==> src/rtl/serial_add_seq.sv <==
// Bit-serial adder sequencer: K full-adder cells reused N/K cycles per add.
// Optional subtract path enabled by defining SERIAL_ADD_SUB_EN (adds i_Sub).
//
// Ports:
//   i_CLK, i_RST        clock, sync active-high reset
//   i_valid / o_ready   operand handshake (i_A, i_B, i_Cin[, i_Sub])
//   i_flush             abort any operation in progress
//   o_valid / i_ready   result handshake (o_S, o_C, o_Ovf, o_Zero)
module serial_add_seq #(
  parameter int N = 32,
  parameter int K = 1
) (
  input  logic         i_CLK,
  input  logic         i_RST,
  input  logic         i_valid,
  output logic         o_ready,
  input  logic [N-1:0] i_A,
  input  logic [N-1:0] i_B,
  input  logic         i_Cin,
`ifdef SERIAL_ADD_SUB_EN
  input  logic         i_Sub,
`endif
  input  logic         i_flush,
  output logic         o_valid,
  input  logic         i_ready,
  output logic [N-1:0] o_S,
  output logic         o_C,
  output logic         o_Ovf,
  output logic         o_Zero
);

  localparam int STEPS = N / K;
  localparam int CW    = $clog2(STEPS) + 1;
  localparam logic [CW-1:0] LAST = CW'(STEPS - 1);

  if (K < 1 || N < 2 || (N % K) != 0) begin : g_bad_cfg
    $error("serial_add_seq: need N>=2, K>=1, N%%K==0");
  end

  typedef enum logic [1:0] {
    IDLE,
    RUN,
    DONE
  } state_t;

  state_t        state;
  logic [N-1:0]  a_q;
  logic [N-1:0]  b_q;
  logic [N-1:0]  s_q;
  logic          carry_q;
  logic          zacc;
  logic [CW-1:0] cnt;

  logic [K:0]    chunk;
  logic [K-1:0]  sum_chunk;
  logic          cout;
  logic          cin_msb;
  logic [N-1:0]  s_next;
  logic [N-1:0]  b_load;
  logic          c_load;

  assign o_ready = (state == IDLE) & ~i_RST;

  // K-cell ripple chain over the low chunk of the shift registers.
  always_comb begin
    chunk = {1'b0, a_q[K-1:0]}
          + {1'b0, b_q[K-1:0]}
          + {{K{1'b0}}, carry_q};
  end

  assign sum_chunk = chunk[K-1:0];
  assign cout      = chunk[K];
  // Carry into the top cell, recovered from its sum bit.
  assign cin_msb   = sum_chunk[K-1] ^ a_q[K-1] ^ b_q[K-1];

  // New sum bits enter at the MSB end; after N/K shifts they are aligned.
  assign s_next = (s_q >> K) | (N'(sum_chunk) << (N - K));

`ifdef SERIAL_ADD_SUB_EN
  assign b_load = i_Sub ? ~i_B : i_B;
  assign c_load = i_Sub ? 1'b1 : i_Cin;
`else
  assign b_load = i_B;
  assign c_load = i_Cin;
`endif

  always_ff @(posedge i_CLK) begin
    if (i_RST) begin
      state   <= IDLE;
      o_valid <= 1'b0;
      o_S     <= '0;
      o_C     <= 1'b0;
      o_Ovf   <= 1'b0;
      o_Zero  <= 1'b0;
      a_q     <= '0;
      b_q     <= '0;
      s_q     <= '0;
      carry_q <= 1'b0;
      zacc    <= 1'b0;
      cnt     <= '0;
    end else if (i_flush && state != IDLE) begin
      state   <= IDLE;
      o_valid <= 1'b0;
    end else begin
      unique case (state)
        IDLE: begin
          if (i_valid && !i_flush) begin
            a_q     <= i_A;
            b_q     <= b_load;
            carry_q <= c_load;
            zacc    <= 1'b0;
            cnt     <= '0;
            state   <= RUN;
          end
        end
        RUN: begin
          a_q     <= a_q >> K;
          b_q     <= b_q >> K;
          s_q     <= s_next;
          carry_q <= cout;
          zacc    <= zacc | (|sum_chunk);
          cnt     <= cnt + 1'b1;
          if (cnt == LAST) begin
            state   <= DONE;
            o_valid <= 1'b1;
            o_S     <= s_next;
            o_C     <= cout;
            o_Ovf   <= cin_msb ^ cout;
            o_Zero  <= ~(zacc | (|sum_chunk));
          end
        end
        DONE: begin
          if (i_ready) begin
            state   <= IDLE;
            o_valid <= 1'b0;
          end
        end
        default: state <= IDLE;
      endcase
    end
  end

endmodule

==> config.mk <==
export PLATFORM = sky130hd
export DESIGN_NAME = serial_add_seq
export DESIGN_NICKNAME = d
export VERILOG_FILES = /design/src/rtl/serial_add_seq.sv
export SDC_FILE = /design/constraint.sdc
export NUM_CORES = 1
export LEC_CHECK = 0
export ABC_AREA = 1
export CORE_ASPECT_RATIO = 1.5
export CORE_MARGIN = 10
export CORE_UTILIZATION = 40
export CTS_CLUSTER_DIAMETER = 80
export DETAILED_ROUTE_END_ITERATION = 10
export PLACE_DENSITY = 0.68
export SYNTH_ARGS = -nofsm -noshare
export SYNTH_HDL_FRONTEND = slang
export SYNTH_SLANG_ARGS = --single-unit
export TNS_END_PERCENT = 50
==> constraint.sdc <==
create_clock -name i_CLK -period 2.1 [get_ports i_CLK]
set_clock_uncertainty 0.1 [all_clocks]
set_input_delay 0.42 -clock i_CLK [delete_from_list [all_inputs] [get_ports i_CLK]]
set_output_delay 0.42 -clock i_CLK [all_outputs]
set_load 0.05 [all_outputs]
==> run summary <==
========================================================================================
Setup-violating endpoint count in the final report                                     0
Gate count of the mapped netlist                                                     797
Peak clock frequency supported by timing                                         489 MHz
Die footprint                                                                19700 sq um
Critical Path Source                                                             o_S[16]
Core Region                                                                  14100 sq um
Cell with the largest stage delay on the worst path                         sky130_fd_sc_hd__clkdlybuf4s50_1
Share of the clock period used by the worst path                                   97.4%
Final standard cell area without fillers                                      7750 sq um
Number of enable-type register cells in the synthesized netlist                        0
Num ports                                                                            107
NumNets Final                                                                        956
WS Path Type                                                                     reg2out
Number of setup buffers added after CTS                                                0
Number of buffers and inverters on the critical path                                   1
Final Power                                                                      6.76 mW
Setup tns final                                                                     0 ps
Shortest period the worst path allows                                            2050 ps
Post-cts hold buffer count                                                             0
Synth cell types                                                                      25
Leading cell types in the layout, fill and taps excluded                    213 x sky130_fd_sc_hd__nand2_1, 141 x sky130_fd_sc_hd__dfxtp_1, 106 x sky130_fd_sc_hd__a21oi_1
Clock share of power                                                               46.7%
Hold crit path type                                                               in2reg
Worst hold path cell count                                                             2
DRC errors left                                                                        0
Final Wtd Congestion                                                               0.786
Clock sink count                                                                     141
Root Driver                                                                 sky130_fd_sc_hd__clkbuf_16
Area after DPL                                                                7080 sq um
Beginning of the worst hold path                                                   i_RST
Antenna violations before repair                                                       0
Reported net switching power                                                     1.58 mW
CTS H-Tree Depth                                                                       4
Sequential share of power                                                          42.4%
Reg clk slew, reported paths                                                       60 ps
Mean cell area of the mapped netlist                                          7.24 sq um
TritonCTS clock tree                                                               built
Post-detailed-route wirelength per cell                                     12.7 microns
Max-slew violation count                                                               0
Row count                                                                             53
Commonest register cell after synthesis                                     sky130_fd_sc_hd__dfxtp_1
Port Buffer Count                                                                    106
Non-filler cells, final                                                             1088
Comb power frac                                                                    10.9%
Filler instances                                                                    1385
Number of nets with antenna violations after detailed routing                          0
Slew margin rel.                                                                   58.0%
Yosys reg bits                                                                       141
Drt total wl                                                                13800 microns
Router iterations before antenna repair                                                7
Critical Path Start Type                                                       flip-flop
Largest fanout on the critical path                                                    2
Slew @ Worst Pin                                                                  630 ps
Initial core utilization                                                           41.0%
Leading cell type in the layout, fill and taps excluded                     sky130_fd_sc_hd__nand2_1
Cell area power density                                                      872 nW/um^2
Fraction of power spent switching nets                                             23.3%
Maximum number of pins on one net before global-route repair                          65
End of the worst register-to-register path                                        o_Zero
Required time reported for the critical path endpoint                            1580 ps
Unrepaired setup endpoints after global routing                                       no
Number of global-route vias before repair                                           5052
Vias per cell                                                                       4.83
Cell Area, Synth                                                              5770 sq um
Inst Count DP                                                                       1057
Total half-perimeter wirelength after legalization and detailed placement   9330 microns
Max capacitance violation total                                                        0
Global route overflow                                                                  0
Synth async-reset ratio                                                               0%
Die height                                                                   167 microns
Source-to-sink clock delay at the later pin of the worst-skew pair                410 ps
Maximum VDD drop                                                                0.523 mV
Violation count after the first detailed-route iteration                             296
Register area share after synthesis                                                48.9%
Hold slack                                                                        181 ps
Worst EP arrival                                                                 1530 ps
Overall die width                                                            118 microns
Max stage delay on crit path                                                      800 ps
Total routing usage reported by global routing                                     14.2%
Endpoint class of the critical path                                         primary output
Static power due to leakage                                                      3.31 nW
Warnings from Yosys                                                                    0
Cell Int Power                                                                   5.19 mW
Depth of the worst register-to-register path                                           6
Syn_nets                                                                             869
Routed via count                                                                    5251
CP top delay family                                                         buffers and inverters
Number of hold violations in the final report                                          0
Area added between synthesis and finish                                            34.4%
Number of buffers created by CTS                                                      17
Antenna cells                                                                          0
Outcome                                                                     finished clean
Source of the worst register-to-register timing path                              a_q[0]
FF-to-FF setup slack                                                              370 ps
Max Buffers Root-to-Sink                                                               2
Share of layout cells above drive strength 1                                       8.26%
Wire length of the first global-routing pass                                23900 microns
Worst hold path endpoint                                                         a_q[31]
Chain of cells forming the critical path                                    clkdlybuf4s50_1
========================================================================================
cell usage after synthesis (2+ instances only):
master | number | area [sq um]
sky130_fd_sc_hd__nand2_1 | 215 | 807
sky130_fd_sc_hd__dfxtp_1 | 141 | 2820
sky130_fd_sc_hd__a21oi_1 | 106 | 531
sky130_fd_sc_hd__nor2_1 | 75 | 282
sky130_fd_sc_hd__o21ai_0 | 68 | 340
sky130_fd_sc_hd__inv_1 | 46 | 173
sky130_fd_sc_hd__nand3_1 | 41 | 205
sky130_fd_sc_hd__a211oi_1 | 31 | 233
sky130_fd_sc_hd__clkbuf_1 | 30 | 113
sky130_fd_sc_hd__buf_2 | 21 | 105
sky130_fd_sc_hd__buf_1 | 5 | 18.8
sky130_fd_sc_hd__nor3_1 | 3 | 15.0
sky130_fd_sc_hd__buf_4 | 2 | 15.0
sky130_fd_sc_hd__inv_2 | 2 | 7.51
through the flow:
step / setup slack, ps / util (%)
4_1_cts: 0.756 / 54.8
5_1_grt: 1.78 / 55.2
3_5_place_dp: 53.1 / 50.4
3_3_place_gp: 103 / 50.4
2_1_floorplan: 353 / -
6_report: 53.8 / 55.2
cell families (layout without fill, tap and decap cells):
logic type / count (synthesis) / after routing / share of synthesized area [%]
simple gates: 337 / 337 / 23.1
compound gates: 208 / 208 / 19.5
flops: 141 / 141 / 48.9
buf+inv: 107 / 206 / 7.57
fa+ha+maj: 2 / 2 / 0.564
xor+xnor: 2 / 2 / 0.304
metal layers:
metal / GRT usage (%) / vias to the layer above / wire (microns)
met1: 16.9 / 2379 / 6230
met2: 23.7 / 92 / 6750
met3: 4.97 / 10 / 724
met5: 0 / - / 0
li1: - / 2770 / -
met4: 4.31 / 0 / 129
how the worst max path moves through the flow:
stage                          to  slack [ps]  depth (start not counted)
after global placement     b_q[6]         100                          6
after CTS                  o_S[9]         0.8                          1
after global routing      o_S[16]           2                          1
after detailed placement   a_q[0]          50                          9
after floorplan           o_ready         350                          2
final                     o_S[16]          50                          1
power by group through the flow:
stage                     clock network (mW)  logic [mW]  registers, mW
after floorplan                            0       0.456           2.91
after global placement                     0       0.737           2.92
after detailed placement                   0       0.747           2.92
after CTS                               3.22       0.751           2.87
after global routing                    3.35       0.846           2.88
final                                   3.15       0.739           2.87
area by class of cell:
| class | count | area [sq um] | share of cell area [%] |
|---|---|---|---|
| Inverter | 48 | 180 | 2.32 |
| Timing Repair Buffer | 127 | 1350 | 17.5 |
| Clock buffer | 20 | 457 | 5.89 |
| Tap cell | 192 | 240 | 3.10 |
| Multi-Input combinational cell | 549 | 2530 | 32.7 |
| Sequential cell | 141 | 2820 | 36.4 |
| Clock inverter | 11 | 166 | 2.15 |
registers in the layout, summed over array words and instances, names as in the netlist:
| signal | flops |
|---|---|
| zacc | 1 |
| b_q | 32 |
| o_valid | 1 |
| state | 2 |
| o_S | 32 |
| o_Zero | 1 |
| a_q | 32 |
| o_Ovf | 1 |
| cnt | 6 |
| o_C | 1 |
| s_q | 31 |
| carry_q | 1 |
repair_timing:
item | in CTS | in global routing
setup endpoints to repair | 2 | 20
endpoints found under the hold margin | 0 | 0
gates resized for setup | 2 | 20
Power figures use the tool's default switching activity.
